$ cat src/rtl/drink_pkg.sv
// ---------------------------------------------------------------------------
// drink_pkg
// Shared types and widths for the drink reminder controller.
//   state_e   : FSM state; the encoding is what drives the debug/LED pins
//   LEVEL_W   : width of the debounced water level from the level checker
//   MISS_W    : width of the saturating missed-alert counter
//   max3      : helper used to size the shared phase timer
// ---------------------------------------------------------------------------
package drink_pkg;

   localparam int LEVEL_W = 4;
   localparam int MISS_W  = 4;

   typedef enum logic [1:0] {
      ST_WAIT   = 2'd0,
      ST_ALERT  = 2'd1,
      ST_SNOOZE = 2'd2,
      ST_EMPTY  = 2'd3
   } state_e;

   // Largest of three tick counts; the one timer is shared by all phases,
   // so it has to be wide enough for the longest of them.
   function automatic int max3(input int a, input int b, input int c);
      int m;
      m = (a > b) ? a : b;
      return (m > c) ? m : c;
   endfunction

endpackage

$ cat src/rtl/drink_reminder_ctrl_if.sv
// ---------------------------------------------------------------------------
// drink_reminder_ctrl_if
// Bundles the level-checker input and the buzzer/LED outputs of the
// reminder controller.
//   water_level : debounced level, 0 = empty, 15 = full
//   ack         : one-cycle user acknowledge, already in the clk domain
//   buzzer      : high while alerting
//   refill_led  : high while the bottle is empty
//   state       : raw FSM state for debug LEDs
//   miss_count  : alerts since the last drink, saturating
// master = level checker / GPIO side, slave = the controller.
// ---------------------------------------------------------------------------
interface drink_reminder_ctrl_if;
   import drink_pkg::*;

   logic [LEVEL_W-1:0] water_level;
   logic               ack;
   logic               buzzer;
   logic               refill_led;
   logic [1:0]         state;
   logic [MISS_W-1:0]  miss_count;

   modport master (
      output water_level, ack,
      input  buzzer, refill_led, state, miss_count
   );

   modport slave (
      input  water_level, ack,
      output buzzer, refill_led, state, miss_count
   );

endinterface

$ cat src/rtl/tick_gen.sv
// ---------------------------------------------------------------------------
// tick_gen
// Free-running prescaler that produces the timing tick of the reminder.
//   clk   : system clock
//   reset : asynchronous, active-low
//   tick  : one-cycle pulse every TICK_DIV clk cycles
// The counter is never restarted by drinks, so the first tick after a
// drink may cover only part of a tick period.
// ---------------------------------------------------------------------------
module tick_gen #(
   parameter int TICK_DIV = 50_000_000
) (
   input  logic clk,
   input  logic reset,
   output logic tick
);

   localparam int CNT_W = (TICK_DIV > 1) ? $clog2(TICK_DIV) : 1;
   localparam logic [CNT_W-1:0] CNT_LAST = CNT_W'(TICK_DIV - 1);

   logic [CNT_W-1:0] count;

   // Count 0..TICK_DIV-1 and wrap; the tick is decoded from the register
   // so it is a clean, glitch-free single-cycle pulse.
   always_ff @(posedge clk or negedge reset) begin
      if (!reset) begin
         count <= '0;
      end else if (count == CNT_LAST) begin
         count <= '0;
      end else begin
         count <= count + 1'b1;
      end
   end

   assign tick = (count == CNT_LAST);

endmodule

$ cat src/rtl/drink_reminder_ctrl.sv
// ---------------------------------------------------------------------------
// drink_reminder_ctrl
// Reminder scheduler for the water bottle. Watches the debounced level for
// drinks (level drop), refills (level rise) and empty, times the interval
// since the last drink and sequences the buzzer through alert/snooze.
//   clk   : system clock
//   reset : asynchronous, active-low; clears all state while low
//   bus   : slave side of drink_reminder_ctrl_if
//             in  water_level, ack
//             out buzzer, refill_led, state, miss_count
// All outputs come straight from registers; there is no combinational
// path from water_level or ack to any output.
// ---------------------------------------------------------------------------
module drink_reminder_ctrl
   import drink_pkg::*;
#(
   parameter int TICK_DIV     = 50_000_000,
   parameter int REMIND_TICKS = 1800,
   parameter int ALERT_TICKS  = 10,
   parameter int SNOOZE_TICKS = 300,
   parameter int MIN_DROP     = 1
) (
   input  logic                  clk,
   input  logic                  reset,
   drink_reminder_ctrl_if.slave  bus
);

   localparam int MAX_TICKS = max3(REMIND_TICKS, ALERT_TICKS, SNOOZE_TICKS);
   localparam int TIMER_W   = (MAX_TICKS > 1) ? $clog2(MAX_TICKS) : 1;

   localparam logic [TIMER_W-1:0] REMIND_LAST = TIMER_W'(REMIND_TICKS - 1);
   localparam logic [TIMER_W-1:0] ALERT_LAST  = TIMER_W'(ALERT_TICKS - 1);
   localparam logic [TIMER_W-1:0] SNOOZE_LAST = TIMER_W'(SNOOZE_TICKS - 1);
   localparam logic [LEVEL_W:0]   DROP_V      = (LEVEL_W + 1)'(MIN_DROP);

   state_e             state_q, state_d;
   logic [TIMER_W-1:0] timer_q, timer_d;
   logic [LEVEL_W-1:0] ref_q, ref_d;
   logic [MISS_W-1:0]  miss_q, miss_d;

   logic tick;
   logic level_empty;
   logic drink;
   logic refill;

   function automatic logic [MISS_W-1:0] sat_inc(input logic [MISS_W-1:0] v);
      return (v == '1) ? v : v + 1'b1;
   endfunction

   tick_gen #(
      .TICK_DIV (TICK_DIV)
   ) u_tick_gen (
      .clk   (clk),
      .reset (reset),
      .tick  (tick)
   );

   // The drink compare is done one bit wider so level + MIN_DROP cannot
   // wrap past 15 and fake a drink on a full bottle.
   assign level_empty = (bus.water_level == '0);
   assign drink       = !level_empty &&
                        (({1'b0, bus.water_level} + DROP_V) <= {1'b0, ref_q});
   assign refill      = (bus.water_level > ref_q);

   // Registered state: FSM, shared phase timer, accepted level and the
   // missed-alert counter all update together on the clock edge.
   always_ff @(posedge clk or negedge reset) begin
      if (!reset) begin
         state_q <= ST_WAIT;
         timer_q <= '0;
         ref_q   <= '0;
         miss_q  <= '0;
      end else begin
         state_q <= state_d;
         timer_q <= timer_d;
         ref_q   <= ref_d;
         miss_q  <= miss_d;
      end
   end

   // Next-state logic. Priority is empty, then drink (leaving EMPTY is
   // handled the same way as a drink), then ack, then the tick-driven
   // timer. A refill only moves the reference level and leaves the
   // running interval alone, so topping up does not postpone an alert.
   always_comb begin
      state_d = state_q;
      timer_d = timer_q;
      ref_d   = ref_q;
      miss_d  = miss_q;

      if (level_empty) begin
         state_d = ST_EMPTY;
         timer_d = '0;
      end else if ((state_q == ST_EMPTY) || drink) begin
         state_d = ST_WAIT;
         timer_d = '0;
         miss_d  = '0;
         ref_d   = bus.water_level;
      end else begin
         if (refill) begin
            ref_d = bus.water_level;
         end

         case (state_q)
            ST_WAIT: begin
               if (tick) begin
                  if (timer_q == REMIND_LAST) begin
                     state_d = ST_ALERT;
                     timer_d = '0;
                     miss_d  = sat_inc(miss_q);
                  end else begin
                     timer_d = timer_q + 1'b1;
                  end
               end
            end

            ST_ALERT: begin
               if (bus.ack) begin
                  state_d = ST_SNOOZE;
                  timer_d = '0;
               end else if (tick) begin
                  if (timer_q == ALERT_LAST) begin
                     state_d = ST_SNOOZE;
                     timer_d = '0;
                  end else begin
                     timer_d = timer_q + 1'b1;
                  end
               end
            end

            ST_SNOOZE: begin
               if (tick) begin
                  if (timer_q == SNOOZE_LAST) begin
                     state_d = ST_ALERT;
                     timer_d = '0;
                     miss_d  = sat_inc(miss_q);
                  end else begin
                     timer_d = timer_q + 1'b1;
                  end
               end
            end

            default: begin
            end
         endcase
      end
   end

   assign bus.buzzer     = (state_q == ST_ALERT);
   assign bus.refill_led = (state_q == ST_EMPTY);
   assign bus.state      = state_q;
   assign bus.miss_count = miss_q;

endmodule

$ cat src/flat_wrapper.sv
// flat-port wrapper written by rule: the top's interface ports become plain ports
module drink_reminder_ctrl_flat import drink_pkg::*;
#(
   parameter int TICK_DIV     = 50_000_000,
   parameter int REMIND_TICKS = 1800,
   parameter int ALERT_TICKS  = 10,
   parameter int SNOOZE_TICKS = 300,
   parameter int MIN_DROP     = 1
)
  (clk, reset, bus_water_level, bus_ack, bus_buzzer, bus_refill_led, bus_state, bus_miss_count);
  drink_reminder_ctrl_if bus_i ();
  input  logic clk;
  input  logic reset;
  input wire logic [$bits(bus_i.water_level)-1:0] bus_water_level;
  input wire logic [$bits(bus_i.ack)-1:0] bus_ack;
  output wire logic [$bits(bus_i.buzzer)-1:0] bus_buzzer;
  output wire logic [$bits(bus_i.refill_led)-1:0] bus_refill_led;
  output wire logic [$bits(bus_i.state)-1:0] bus_state;
  output wire logic [$bits(bus_i.miss_count)-1:0] bus_miss_count;
  assign bus_i.water_level = bus_water_level;
  assign bus_i.ack = bus_ack;
  assign bus_buzzer = bus_i.buzzer;
  assign bus_refill_led = bus_i.refill_led;
  assign bus_state = bus_i.state;
  assign bus_miss_count = bus_i.miss_count;
  drink_reminder_ctrl #(.TICK_DIV(TICK_DIV), .REMIND_TICKS(REMIND_TICKS), .ALERT_TICKS(ALERT_TICKS), .SNOOZE_TICKS(SNOOZE_TICKS), .MIN_DROP(MIN_DROP)) u_core (.clk(clk), .reset(reset), .bus(bus_i));
endmodule
$ cat config.mk
export PLATFORM = sky130hd
export DESIGN_NAME = drink_reminder_ctrl_flat
export DESIGN_NICKNAME = d
export VERILOG_FILES = /design/src/rtl/drink_pkg.sv /design/src/rtl/drink_reminder_ctrl_if.sv /design/src/rtl/tick_gen.sv /design/src/rtl/drink_reminder_ctrl.sv /design/src/flat_wrapper.sv
export SDC_FILE = /design/constraint.sdc
export NUM_CORES = 1
export LEC_CHECK = 0
export ABC_AREA = 1
export CAP_MARGIN = 20
export CORE_MARGIN = 3
export CORE_UTILIZATION = 65
export CTS_CLUSTER_DIAMETER = 80
export DETAILED_ROUTE_END_ITERATION = 12
export GPL_ROUTABILITY_DRIVEN = 0
export PLACE_DENSITY = 0.85
export RECOVER_POWER = 50
export SLEW_MARGIN = 10
export SYNTH_ARGS = -nofsm -noshare
export SYNTH_HDL_FRONTEND = slang
export SYNTH_SLANG_ARGS = --single-unit
$ cat constraint.sdc
create_clock -name clk -period 3.7 [get_ports clk]
set_clock_uncertainty 0.1 [all_clocks]
set_input_delay 0.37 -clock clk [delete_from_list [all_inputs] [get_ports clk]]
set_output_delay 0.37 -clock clk [all_outputs]
set_load 0.05 [all_outputs]
# Word-level counts from Yosys, hierarchy flattened
# Cells that the tools add are included.
[totals]
reg_bits = 47
output_inout_bits = 8
word_cells = 72
[op_classes]
n_addsub = 4
n_lt_le_gt_ge = 2
n_eq_ne = 18
mux = 30
bitwise = 1
reduce_logical = 12
[op_table]
columns = ["op", "count"]
rows = [
  ["two-way mux 11 bit", 9],
  ["one-hot mux 11 bit (3 select lines)", 1],
  ["two-way mux 4 bit", 8],
  ["adder 26 x 1 -> 26 bit, second input constant", 1],
  ["equality test 26 bit, second input constant", 1],
  ["two-way mux 26 bit", 1],
  ["two-way mux 2 bit", 9],
  ["inequality test 4 x 1 -> 1 bit, second input constant", 4],
  ["inequality test 3 x 1 -> 1 bit, second input constant", 4],
  ["adder 11 x 1 -> 11 bit, second input constant", 1],
  ["equality test 11 bit, second input constant", 1],
  ["equality test 11 x 4 -> 1 bit, second input constant", 1],
  ["equality test 11 x 9 -> 1 bit, second input constant", 1],
  ["inequality test 5 x 2 -> 1 bit, second input constant", 2],
  ["one-hot mux 4 bit (2 select lines)", 1],
  ["AND reduction 7 bit", 1],
  ["one-hot mux 2 bit (3 select lines)", 1],
  ["AND reduction 6 bit", 1],
  ["adder 4 x 1 -> 5 bit, second input constant", 1],
  ["<= comparator 5 x 4 -> 1 bit", 1],
  ["nonzero test 5 bit", 1],
  ["adder 4 x 1 -> 4 bit, second input constant", 1],
  ["equality test 2 bit, second input constant", 2],
  ["equality test 4 bit, second input constant", 1],
  ["other kinds (12)", 12],
]

# Depth between registers and ports, before layout
[logic_depth]
word_depth = 7
mapped_depth = 17
depth_no_buf = 16

# Modules after synthesis
# From an unflattened synthesis, not the netlist that was laid out.
[hier_totals]
hier_cells = 448
area_unflattened_um2 = 3149.3
[modules_own_cells]
columns = ["mod", "n_inst", "cells_each", "area_each_um2", "seq_area_each_um2"]
rows = [
  ["drink_reminder_ctrl", 1, 234, 1629.1, 525.5],
  ["tick_gen", 1, 214, 1520.2, 650.6],
]

# Least setup slack after synthesis
# Ideal clock, no wire load.
[synth_path]
path_type = "register to register"
start = "reg u_core.state_q[0], in the netlist u_core.bus.state[0]"
end = "reg u_core.timer_q[8]"
t_arrival_ps = 2010
required_ps = 3529
setup_slack_ps = 1518
path_stages_with_launch = 10
n_path_buf = 0
period_less_slack_ps = 2182
cell_sequence = "dfrtp_1 -> ha_1 -> inv_1 -> nor2_1 -> nand2_1 -> nand3_1 -> nand3_2 -> nand2_1 -> nand2_1 -> nor2_1"
[synth_via]
elab_chain_cells = 4
[synth_rtl]
columns = ["item", "line_no", "source"]
rows = [
  ["start, declared", "drink_reminder_ctrl.sv:36", "state_e state_q, state_d;"],
  ["start signal, assigned", "drink_reminder_ctrl.sv:74", "state_q <= state_d;"],
  ["equality test 2 x 1 -> 1 bit (*)", "n/a", ""],
  ["named net bus_buzzer", "flat_wrapper.sv:16", "output wire logic [$bits(bus_i.buzzer)-1:0] bus_buzzer;"],
  ["one-hot mux 11 bit (3 select lines)", "drink_reminder_ctrl.sv:104", "case (state_q)"],
  ["two-way mux 11 bit", "drink_reminder_ctrl.sv:94", "end else if ((state_q == ST_EMPTY) || drink) begin"],
  ["two-way mux 11 bit", "drink_reminder_ctrl.sv:91", "if (level_empty) begin"],
  ["end signal, assigned", "drink_reminder_ctrl.sv:75", "timer_q <= timer_d;"],
  ["end, declared", "drink_reminder_ctrl.sv:37", "logic [TIMER_W-1:0] timer_q, timer_d;"],
]
# Mark *: on every way through the listed nets, which the timed path passes. The rest lies on a longest branch.
# A chain may end at the register's enable or synchronous reset.

# Final worst setup path
[layout_path]
start = "in bus_water_level[3]"
end = "reg u_core.timer_q[0]"
[layout_via]
elab_chain_cells = 6
[layout_rtl]
columns = ["item", "line_no", "source"]
rows = [
  ["start, declared", "flat_wrapper.sv:14", "input wire logic [$bits(bus_i.water_level)-1:0] bus_water_level;"],
  ["adder 4 x 1 -> 5 bit or logical NOT 4 bit (tied branches)", "drink_reminder_ctrl.sv:62, drink_reminder_ctrl.sv:60", ""],
  ["<= comparator 5 x 4 -> 1 bit or logical NOT 1 bit (tied branches)", "drink_reminder_ctrl.sv:62, drink_reminder_ctrl.sv:61", ""],
  ["logical AND 1 bit", "drink_reminder_ctrl.sv:61", "assign drink = !level_empty &&"],
  ["logical OR 1 bit", "drink_reminder_ctrl.sv:94", ""],
  ["inequality test 5 x 2 -> 1 bit (no source line), or another cell as far along", "n/a", ""],
  ["AND reduction 4 bit (no source line) or two-way mux 11 bit (tied branches)", "n/a", ""],
]
# Parallel ways exist; a longest one is shown, timed or not.

==> results.sh <==
export IMPL_path_cells="clkdlybuf4s50_1, inv_1, xor2_1, ha_1, nand2_1, inv_1, nand3b_1, nand2_1, nand2_2, nand2_4, nor2_8, nand2_4, clkinv_1, nand2_1, o21ai_1"
export IMPL_grt_use_total=0.254
export IMPL_placed_area_mm2=0.00333
export IMPL_row_count=24
export IMPL_fin_cells=505
export IMPL_cp_common_cell="nand2_1"
export IMPL_crit_arrival_ns=2.63
export IMPL_cp_max_fo=22
export IMPL_finalMaxSlewViolations=0
export IMPL_boundaryPins=15
export IMPL_period_minus_slack_ns=2.54
export IMPL_start_kind="input pin"
export IMPL_grt_max_degree=48
export IMPL_setup_viol=0
export IMPL_yosysMostFrequentCell="nand2_1"
export IMPL_antenna_left=0
export IMPL_crit_family="buffers and inverters"
export IMPL_p_leak_nw=1.72
export IMPL_cts_tree="built"
export IMPL_synth_warnings=0
export IMPL_clk_latency_ns=0.30
export IMPL_dp_cells=496
export IMPL_grt_pass1_vias=2671
export IMPL_netlist_area_mm2=0.00315
export IMPL_die_h_um=75.6
export IMPL_synth_ff_type="dfrtp_1"
export IMPL_register_area_mm2=0.00118
export IMPL_syn_nets=457
export IMPL_dp_hpwl_mm=4.90
export IMPL_rsz0062_at_grt="no"
export IMPL_synth_top_cell_by_area="dfrtp_1"
export IMPL_cts_sinks=47
export IMPL_p_seq_frac=0.354
export IMPL_synthDominantCellAreaShare=0.373
export IMPL_cp_end_kind="flop"
export IMPL_area_delta_synth_final_pct=9.40
export IMPL_io_buffer_count=14
export IMPL_num_nets_final=478
export IMPL_numCtsBuffers=5
export IMPL_drt_initial_drc_count=200
export IMPL_fmax_ghz=0.394
export IMPL_p_per_area_mw_per_mm2=496
export IMPL_fin_setup_tns_ns=0
export IMPL_status="finished clean"
export IMPL_core_mm2=0.00450
export IMPL_clkTransAtPathRegs_ns=0.09
export IMPL_start_util=0.700
export IMPL_slew_headroom=0.635
export IMPL_drive_gt1_frac=0.0751
export IMPL_cpMaxStageDelayCell="clkdlybuf4s50_1"
export IMPL_dieWidth_um=75.6
export IMPL_globalRouteOverflowTotal=0
export IMPL_switching_share=0.415
export IMPL_worst_slew_pin_slew_ns=0.548
export IMPL_ir_drop_v=0.000426
export IMPL_cap_viol_max_count=0
export IMPL_avgSynthCellArea_um2=7.30
export IMPL_yosys_top_cells_area="dfrtp_1 (37%), nand2_1 (12%), nor2_1 (7.5%)"
export IMPL_antenna_found_initial=0
export IMPL_syn_inst=432
export IMPL_yosysUniqueCellTypes=32
export IMPL_synthArstFlopShare=1.00
export IMPL_routed_wl_mm=6.66
export IMPL_hold_viol=0
export IMPL_grt_pass1_wl_mm=11.2
export IMPL_vias=2833
export IMPL_combinationalPowerShare=0.431
export IMPL_clk_path_buf_depth=2
export IMPL_timing_critical_path_slowest_cell_delay_ns=0.64
export IMPL_multiInputGateArea_mm2=0.00168
export IMPL_p_clk_frac=0.216
export IMPL_ys_seq_area_frac=0.373
export IMPL_dieArea_mm2=0.00572
export IMPL_cts_resized_gates=0
export IMPL_intPower_mw=1.00
export IMPL_crit_required_ns=3.79
export IMPL_firstDrtPassIters=5
export IMPL_cts_root_buf="clkbuf_8"
export IMPL_cts_htree_levels=2
export IMPL_wl_per_cell_um=13.2
export IMPL_antenna_cells=0
export IMPL_ys_top_cells_by_count="nand2_1 (102), nor2_1 (63), inv_1 (59)"
export IMPL_min_period_over_period=0.687
export IMPL_crit_buf_inv=4
export IMPL_switching_power_uw=709
export IMPL_via_per_inst=5.61
export IMPL_fillers=321
export IMPL_ys_ff_latch=47
export IMPL_drc=0
export IMPL_min_path_type="flop to flop"
export IMPL_criticalPathCategory="input pin to flop"
export IMPL_final_area_mm2=0.00345
export IMPL_synth_edff_count=0
[state kept, by name, indices dropped and copies added, names as in the netlist]
signal / flops
u_core.ref_q: 4
u_core.bus.miss_count: 4
u_core.timer_q: 11
u_core.bus.state: 2
u_core.u_tick_gen.count: 26
[what timing repair did]
item,CTS,global route
hold endpoints to repair,0,8
setup buffers,0,0
endpoints found under the setup margin,0,0
hold buffers,0,1
[per-stage QoR]
| stage | hold slack (ns) | worst slack, ns | power, mW | util |
|---|---|---|---|---|
| finish | 0.402 | 1.16 | 1.71 | 0.766 |
| global placement | 0.370 | 0.919 | 1.33 | 0.739 |
| CTS | 0.171 | 1.17 | 1.72 | 0.762 |
| global route | 0.413 | 0.947 | 1.85 | 0.766 |
| detailed placement | 0.376 | 0.860 | 1.35 | 0.739 |
| floorplan | -0.0256 | 1.52 | 1.21 | - |
[power groups by stage]
stage	Clock (mW)	Combinational, mW	Sequential (mW)
final	0.369	0.737	0.605
after detailed placement	0	0.734	0.615
after global placement	0	0.712	0.613
after global routing	0.394	0.845	0.613
after CTS	0.376	0.737	0.606
after floorplan	0	0.565	0.649
[kinds of logic (layout without fill, tap and decap cells)]
family                   count (synthesis)  in the layout  synth area share
buffers and inverters                   73             94            0.0917
adder cells (fa/ha/maj)                 18             18            0.0714
XOR/XNOR                                19             19            0.0528
AND/OR/NAND/NOR                        246            246             0.363
AO/OA/AOI/OAI                           29             29            0.0480
flip-flops                              47             47             0.373
[worst register-to-register path: cells and delay by family, from the launching register on]
kind                     cells  cell delay [ns]
AND/OR/NAND/NOR              8             1.10
flip-flops                   1             0.41
AO/OA/AOI/OAI                1             0.06
buffers and inverters        2             0.29
adder cells (fa/ha/maj)      1             0.21
[routing by layer]
layer / vias up / global-route usage / part of all wire
met5: - / 0 / 0
met4: 0 / 0.113 / 0.026
met3: 21 / 0.0541 / 0.051
met2: 88 / 0.446 / 0.49
met1: 1324 / 0.297 / 0.43
li1: 1400 / - / -
[final cells by class]
type,instances,area share
clock inverter,1,0.00871
tap,52,0.0189
multi-input combinational,312,0.486
inverter,71,0.0773
timing repair buffer,16,0.0475
clock buffer,6,0.0210
sequential,47,0.341
[layout by cell type, fill, tap and decap left out, types with 3 or more instances in the layout]
master           instances
dfrtp_1                 47
o21ai_0                 12
nand3_1                 32
clkbuf_8                 5
nor2_1                  64
clkdlybuf4s50_1         13
xor2_1                  15
nor2_2                   3
inv_2                   10
nand2_2                  4
a21oi_1                 12
nor4_1                   4
nor3_1                  14
nand2_1                102
nand3_2                  3
xnor2_1                  4
nand4_1                  9
inv_1                   59
ha_1                    18
[path summary, 6_finish.rpt]
check	start	end	slack (ns)	cells after the start
setup / recovery	bus_water_level[3]	u_core.timer_q[0]	1.16	15
hold / removal	u_core.ref_q[3]	u_core.ref_q[3]	0.40	2
setup reg to reg	u_core.u_tick_gen.count[0]	u_core.timer_q[0]	1.43	12
hold reg to reg	u_core.ref_q[3]	u_core.ref_q[3]	0.40	2
max in group asynchronous	reset	u_core.timer_q[5]	2.44	3
min in group asynchronous	reset	u_core.u_tick_gen.count[2]	0.46	2
Note: power is estimated with default switching activity, not from simulation.
